$ cat config.mk
export PLATFORM = sky130hd
export DESIGN_NAME = apb_gpio_gen2
export DESIGN_NICKNAME = d
export VERILOG_FILES = /design/src/rtl/apb_gpio_gen2.sv
export SDC_FILE = /design/constraint.sdc
export NUM_CORES = 1
export LEC_CHECK = 0
export BUFFER_PORTS_ARGS = -buffer_cell sky130_fd_sc_hd__buf_2
export CAP_MARGIN = 10
export CORE_UTILIZATION = 51
export CTS_BUF_LIST = sky130_fd_sc_hd__clkbuf_4
export DETAILED_ROUTE_END_ITERATION = 10
export PLACE_DENSITY = 0.75
export SYNTH_ARGS = -nofsm -noshare
export SYNTH_HDL_FRONTEND = slang
export SYNTH_SLANG_ARGS = --single-unit
$ cat constraint.sdc
create_clock -name HCLK -period 3.88 [get_ports HCLK]
set_input_delay 0.776 -clock HCLK [delete_from_list [all_inputs] [get_ports HCLK]]
set_output_delay 0.776 -clock HCLK [all_outputs]
set_load 0.1 [all_outputs]
$ cat src/rtl/apb_gpio_gen2.sv
// apb_gpio_gen2: APB GPIO controller with NUM_GPIO pins, 2-flop input sync,
// sticky W1C interrupt status and atomic set/clear/toggle on the output register.
// Optional per-pin debounce filter: define GPIO_DEBOUNCE_EN.
module apb_gpio_gen2 #(
    parameter int APB_ADDR_WIDTH = 12,
    parameter int NUM_GPIO       = 32,
    parameter int DB_CNT_W       = 8
) (
    input  logic                      HCLK,
    input  logic                      HRESET,
    input  logic [APB_ADDR_WIDTH-1:0] PADDR,
    input  logic [31:0]               PWDATA,
    input  logic                      PWRITE,
    input  logic                      PSEL,
    input  logic                      PENABLE,
    output logic [31:0]               PRDATA,
    output logic                      PREADY,
    output logic                      PSLVERR,
    input  logic [NUM_GPIO-1:0]       gpio_in,
    output logic [NUM_GPIO-1:0]       gpio_in_sync,
    output logic [NUM_GPIO-1:0]       gpio_out,
    output logic [NUM_GPIO-1:0]       gpio_dir,
    output logic                      interrupt
);
    localparam logic [3:0] A_DIR      = 4'h0;
    localparam logic [3:0] A_IN       = 4'h1;
    localparam logic [3:0] A_OUT      = 4'h2;
    localparam logic [3:0] A_OUTSET   = 4'h3;
    localparam logic [3:0] A_OUTCLR   = 4'h4;
    localparam logic [3:0] A_OUTTGL   = 4'h5;
    localparam logic [3:0] A_INTEN    = 4'h6;
    localparam logic [3:0] A_INTTYPE0 = 4'h7;
    localparam logic [3:0] A_INTTYPE1 = 4'h8;
    localparam logic [3:0] A_INTSTAT  = 4'h9;
    localparam logic [3:0] A_DBTHRESH = 4'hA;
    localparam logic [3:0] A_DBEN     = 4'hB;

    typedef logic [NUM_GPIO-1:0] pins_t;

    pins_t       r_dir, r_out, r_inten, r_type0, r_type1, r_status;
    pins_t       r_sync0, r_sync1, r_stable, r_stable_d;
    logic [3:0]  w_word;
    logic        w_mapped, w_access, w_wr;
    pins_t       w_wd, w_w1c, w_event, w_rd_pins, w_rd_dben;
    logic [31:0] w_rd_word, w_rd_dbthresh;
    logic        w_unused_bus;

    // Only PADDR[5:2] selects a word; the rest of the window aliases
    assign w_word       = PADDR[5:2];
    assign w_mapped     = (w_word <= A_DBEN);
    assign w_access     = PSEL & PENABLE;
    assign w_wr         = w_access & PWRITE & w_mapped;
    assign w_wd         = PWDATA[NUM_GPIO-1:0];
    assign w_unused_bus = ^{PADDR, PWDATA};

    // Control register writes, including atomic set/clear/toggle on OUT
    always_ff @(posedge HCLK or negedge HRESET) begin
        if (!HRESET) begin
            r_dir   <= '0;
            r_out   <= '0;
            r_inten <= '0;
            r_type0 <= '0;
            r_type1 <= '0;
        end else if (w_wr) begin
            case (w_word)
                A_DIR:      r_dir   <= w_wd;
                A_OUT:      r_out   <= w_wd;
                A_OUTSET:   r_out   <= r_out | w_wd;
                A_OUTCLR:   r_out   <= r_out & ~w_wd;
                A_OUTTGL:   r_out   <= r_out ^ w_wd;
                A_INTEN:    r_inten <= w_wd;
                A_INTTYPE0: r_type0 <= w_wd;
                A_INTTYPE1: r_type1 <= w_wd;
                default:    ;
            endcase
        end
    end

    // Two-flop synchroniser on the raw pads, plus delayed filter output for edges
    always_ff @(posedge HCLK or negedge HRESET) begin
        if (!HRESET) begin
            r_sync0    <= '0;
            r_sync1    <= '0;
            r_stable_d <= '0;
        end else begin
            r_sync0    <= gpio_in;
            r_sync1    <= r_sync0;
            r_stable_d <= r_stable;
        end
    end

`ifdef GPIO_DEBOUNCE_EN
    logic [DB_CNT_W-1:0] r_dbthresh;
    pins_t               r_dben;
    logic [DB_CNT_W-1:0] r_cnt [NUM_GPIO];
    logic [DB_CNT_W-1:0] w_thm1;
    logic                w_db_on;

    assign w_thm1  = r_dbthresh - DB_CNT_W'(1);
    assign w_db_on = (r_dbthresh != '0);

    // Debounce configuration registers
    always_ff @(posedge HCLK or negedge HRESET) begin
        if (!HRESET) begin
            r_dbthresh <= '0;
            r_dben     <= '0;
        end else if (w_wr) begin
            if (w_word == A_DBTHRESH) r_dbthresh <= PWDATA[DB_CNT_W-1:0];
            if (w_word == A_DBEN)     r_dben     <= w_wd;
        end
    end

    // Per-pin filter: a change must persist DBTHRESH samples to reach stable;
    // the compare happens before the increment so the counter never wraps
    always_ff @(posedge HCLK or negedge HRESET) begin
        if (!HRESET) begin
            r_stable <= '0;
            for (int i = 0; i < NUM_GPIO; i++) r_cnt[i] <= '0;
        end else begin
            for (int i = 0; i < NUM_GPIO; i++) begin
                if (!r_dben[i] || !w_db_on) begin
                    r_stable[i] <= r_sync1[i];
                    r_cnt[i]    <= '0;
                end else if (r_sync1[i] == r_stable[i]) begin
                    r_cnt[i]    <= '0;
                end else if (r_cnt[i] == w_thm1) begin
                    r_stable[i] <= r_sync1[i];
                    r_cnt[i]    <= '0;
                end else begin
                    r_cnt[i]    <= r_cnt[i] + DB_CNT_W'(1);
                end
            end
        end
    end

    assign w_rd_dbthresh = 32'(r_dbthresh);
    assign w_rd_dben     = r_dben;
`else
    logic [DB_CNT_W-1:0] w_unused_db;
    assign w_unused_db = '0;

    // Filter permanently bypassed: stable follows the synchroniser
    always_ff @(posedge HCLK or negedge HRESET) begin
        if (!HRESET) r_stable <= '0;
        else         r_stable <= r_sync1;
    end

    assign w_rd_dbthresh = '0;
    assign w_rd_dben     = '0;
`endif

    // Per-pin event select by {INTTYPE1,INTTYPE0}: level high/low, rise, fall
    assign w_event = (~r_type1 & ~r_type0 &  r_stable)
                   | (~r_type1 &  r_type0 & ~r_stable)
                   | ( r_type1 & ~r_type0 &  r_stable & ~r_stable_d)
                   | ( r_type1 &  r_type0 & ~r_stable &  r_stable_d);
    assign w_w1c   = (w_wr && (w_word == A_INTSTAT)) ? w_wd : '0;

    // Sticky status: a same-cycle event overrides the W1C clear
    always_ff @(posedge HCLK or negedge HRESET) begin
        if (!HRESET) r_status <= '0;
        else         r_status <= (r_status & ~w_w1c) | (w_event & r_inten);
    end

    // Combinational read mux; write-only and unmapped words read 0
    always_comb begin
        w_rd_pins = '0;
        w_rd_word = '0;
        case (w_word)
            A_DIR:      w_rd_pins = r_dir;
            A_IN:       w_rd_pins = r_stable;
            A_OUT:      w_rd_pins = r_out;
            A_INTEN:    w_rd_pins = r_inten;
            A_INTTYPE0: w_rd_pins = r_type0;
            A_INTTYPE1: w_rd_pins = r_type1;
            A_INTSTAT:  w_rd_pins = r_status;
            A_DBTHRESH: w_rd_word = w_rd_dbthresh;
            A_DBEN:     w_rd_pins = w_rd_dben;
            default:    ;
        endcase
    end

    assign PRDATA       = PSEL ? (32'(w_rd_pins) | w_rd_word) : '0;
    assign PREADY       = 1'b1;
    assign PSLVERR      = w_access & ~w_mapped;
    assign gpio_in_sync = r_sync1;
    assign gpio_out     = r_out;
    assign gpio_dir     = r_dir;
    assign interrupt    = |r_status;
endmodule
==> results.json <==
{
  "placed_cells": 1643,
  "grt_overflow": 0,
  "via_count": 10800,
  "clkTransAtPathRegs_ns": 0.06,
  "die_w_um": 169,
  "endpoint_kind": "output pin",
  "drtIter0Drc": 1126,
  "synthToLayoutAreaGrowth_pct": 23.5,
  "synth_top_area_cell": "dfrtp_1",
  "yosys-top-cells-count": "dfrtp_1 (320), mux2_2 (110), nand2_1 (97)",
  "yosysWarnings": 0,
  "cts_root_buf": "clkbuf_4",
  "wl_um": 38600,
  "drive_above_1_share_pct": 37.9,
  "crit_required_ns": 3.10,
  "path_cells": "buf_2 > nand2b_1 > nor3_4 > buf_4 > a222oi_1 > a31oi_2 > buf_12",
  "whs_ns": 0.0893,
  "initial_core_util_pct": 52.5,
  "finalSetupTns_ns": 0,
  "max_freq_ghz": 0.278,
  "grt_max_degree": 97,
  "finalCritPeriodShare_pct": 92.7,
  "avgSynthCellArea_um2": 12.9,
  "wl_per_cell_um": 21.5,
  "cts.repair.resized": 0,
  "rows": 60,
  "drc": 0,
  "vias_per_cell": 6.02,
  "yosysTopAreaCellShare_pct": 56.0,
  "ir_worst_vdd_mv": 0.422,
  "arrival_ns": 2.82,
  "dieArea_um2": 28700,
  "tightest_slew_ns": 1.19,
  "maxSlewHeadroom_pct": 20.7,
  "period_needed_ns": 3.60,
  "p_per_area_nw_per_um2": 568,
  "port-buffer-count": 202,
  "cts_tree": "built",
  "multi_input_area_um2": 5890,
  "grt_pass1_vias": 11300,
  "seqCellArea_um2": 8010,
  "synth_edf_count": 0,
  "synth_area_leaders": "dfrtp_1 (56%), mux2_2 (8.7%), ha_1 (5.6%), a222oi_1 (4.5%), xor2_1 (3.8%)",
  "crit_slowest_cell": "buf_4",
  "antenna_found_initial": 4,
  "hold_path.class": "in2async",
  "hpwlAfterDp_um": 24700,
  "ys_types": 47,
  "ant_nets": 0,
  "cap_violations": 0,
  "syn_inst": 1107,
  "finalClockSkew_ns": 0.0551,
  "ios": 212,
  "hold_viol": 0,
  "cts_setup_buffers": 0,
  "grt_pass1_wl_um": 61100,
  "synthFlopType": "dfrtp_1",
  "synth-seq-cells": 320,
  "cts_hold_buf": 0,
  "status": "finished clean",
  "clockBufferDepth": 3,
  "async_flop_share_pct": 100,
  "rsz0062_at_grt": "false",
  "layoutNonFillerInstCount": 1797,
  "first_pass_iters": 8,
  "cts_buffers": 86,
  "place_congestion": 0.833,
  "p_leak_nw": 8.23,
  "core_um2": 27300,
  "clock_latency_ns": 0.71,
  "total_power_w": 0.0100,
  "startpoint_type": "input pin",
  "cts.htree.levels": 3,
  "slowest_delay_ns": 0.50,
  "synthesis.area_um2": 14300,
  "cts_sinks": 320,
  "die_h_um": 169,
  "ys_seq_area_share_pct": 56.0,
  "nets": 1504,
  "n_fill_cell": 2020,
  "crit_buf_inv": 3,
  "crit_fanout": 24,
  "critical_path_class": "in2out",
  "slew_violations": 0,
  "grt.total_usage_pct": 27.7,
  "final-setup-viol-count": 0,
  "path_delay_family": "buffers and inverters",
  "yosysMostFrequentCell": "dfrtp_1",
  "syn_nets": 1252
}
[final cells by class]
class,count,area share (%)
Inverter,66,1.40
Antenna cell,4,0.0567
Sequential cell,320,45.3
Timing Repair Buffer,237,10.7
Clock buffer,133,5.65
Clock inverter,17,0.864
Multi-Input combinational cell,648,33.4
Tap cell,372,2.63
[report_power, final]
part	internal (W)	switching, W	total (W)
Clock	0.00175	0.00139	0.00314
Combinational	0.000676	0.00194	0.00262
Sequential	0.00380	0.000474	0.00427
Total	0.00623	0.00380	0.0100
[routing by layer]
metal  wire length, um  global-route usage, %  vias to the layer above
li1                  -                      -                     4683
met1             15500                   35.0                     5445
met2             18100                   43.8                      568
met3              3570                   7.53                      111
met4              1420                   13.9                        2
met5                13                      0                        -
[metrics by stage]
stage               area [um^2]  worst slack [ns]  utilization [%]
finish                    17700             0.282             64.8
global route              17700             0.227             64.8
CTS                       17700             0.290             64.8
detailed placement        16500             0.341             60.6
global placement          16500             0.339             60.6
floorplan                 14500             0.317                -
[flip-flops by register name, indices dropped and copies added (netlist names)]
signal,count
gpio_dir,32
gpio_in_sync,32
gpio_out,32
r_inten,32
r_stable,32
r_stable_d,32
r_status,32
r_sync0,32
r_type0,32
r_type1,32
[cells in the final DEF (no fill, tap or decap), types with 8 or more instances in the layout]
master    count
a222oi_1     64
a31oi_2      32
a32o_1       31
buf_12       42
buf_2       169
buf_4        25
clkbuf_4    133
clkinv_1     10
dfrtp_1     320
ha_1         64
inv_1        65
mux2_1       18
mux2_2      110
mux2i_1      32
nand2_1      97
nor4_1        8
o21ai_0      29
o221ai_1     32
o22ai_1      32
xor2_1       62
[logic make-up (layout without fill, tap and decap cells)]
logic type | after synthesis | after routing | synth area share (%)
compound gates | 227 | 227 | 12.8
mux | 160 | 160 | 12.3
flops | 320 | 320 | 56.0
fa+ha+maj | 64 | 64 | 5.60
xor+xnor | 63 | 63 | 3.86
buf+inv | 139 | 453 | 4.60
simple gates | 133 | 133 | 4.83
other cells | 1 | 5 | 0.0262
[final timing paths]
check	end	slack, ns	cells past startpoint	from
setup reg to reg	gpio_out[0]	2.35	6	gpio_out[0]
hold reg to reg	r_stable[7]	0.33	0	gpio_in_sync[7]
hold / removal	gpio_dir[2]	0.09	1	HRESET
min in group HCLK	r_sync0[4]	0.17	1	gpio_in[4]
max in group asynchronous	gpio_in_sync[11]	2.81	3	HRESET
setup / recovery	PRDATA[15]	0.28	7	PADDR[3]
(Power assumes the default switching activity.)
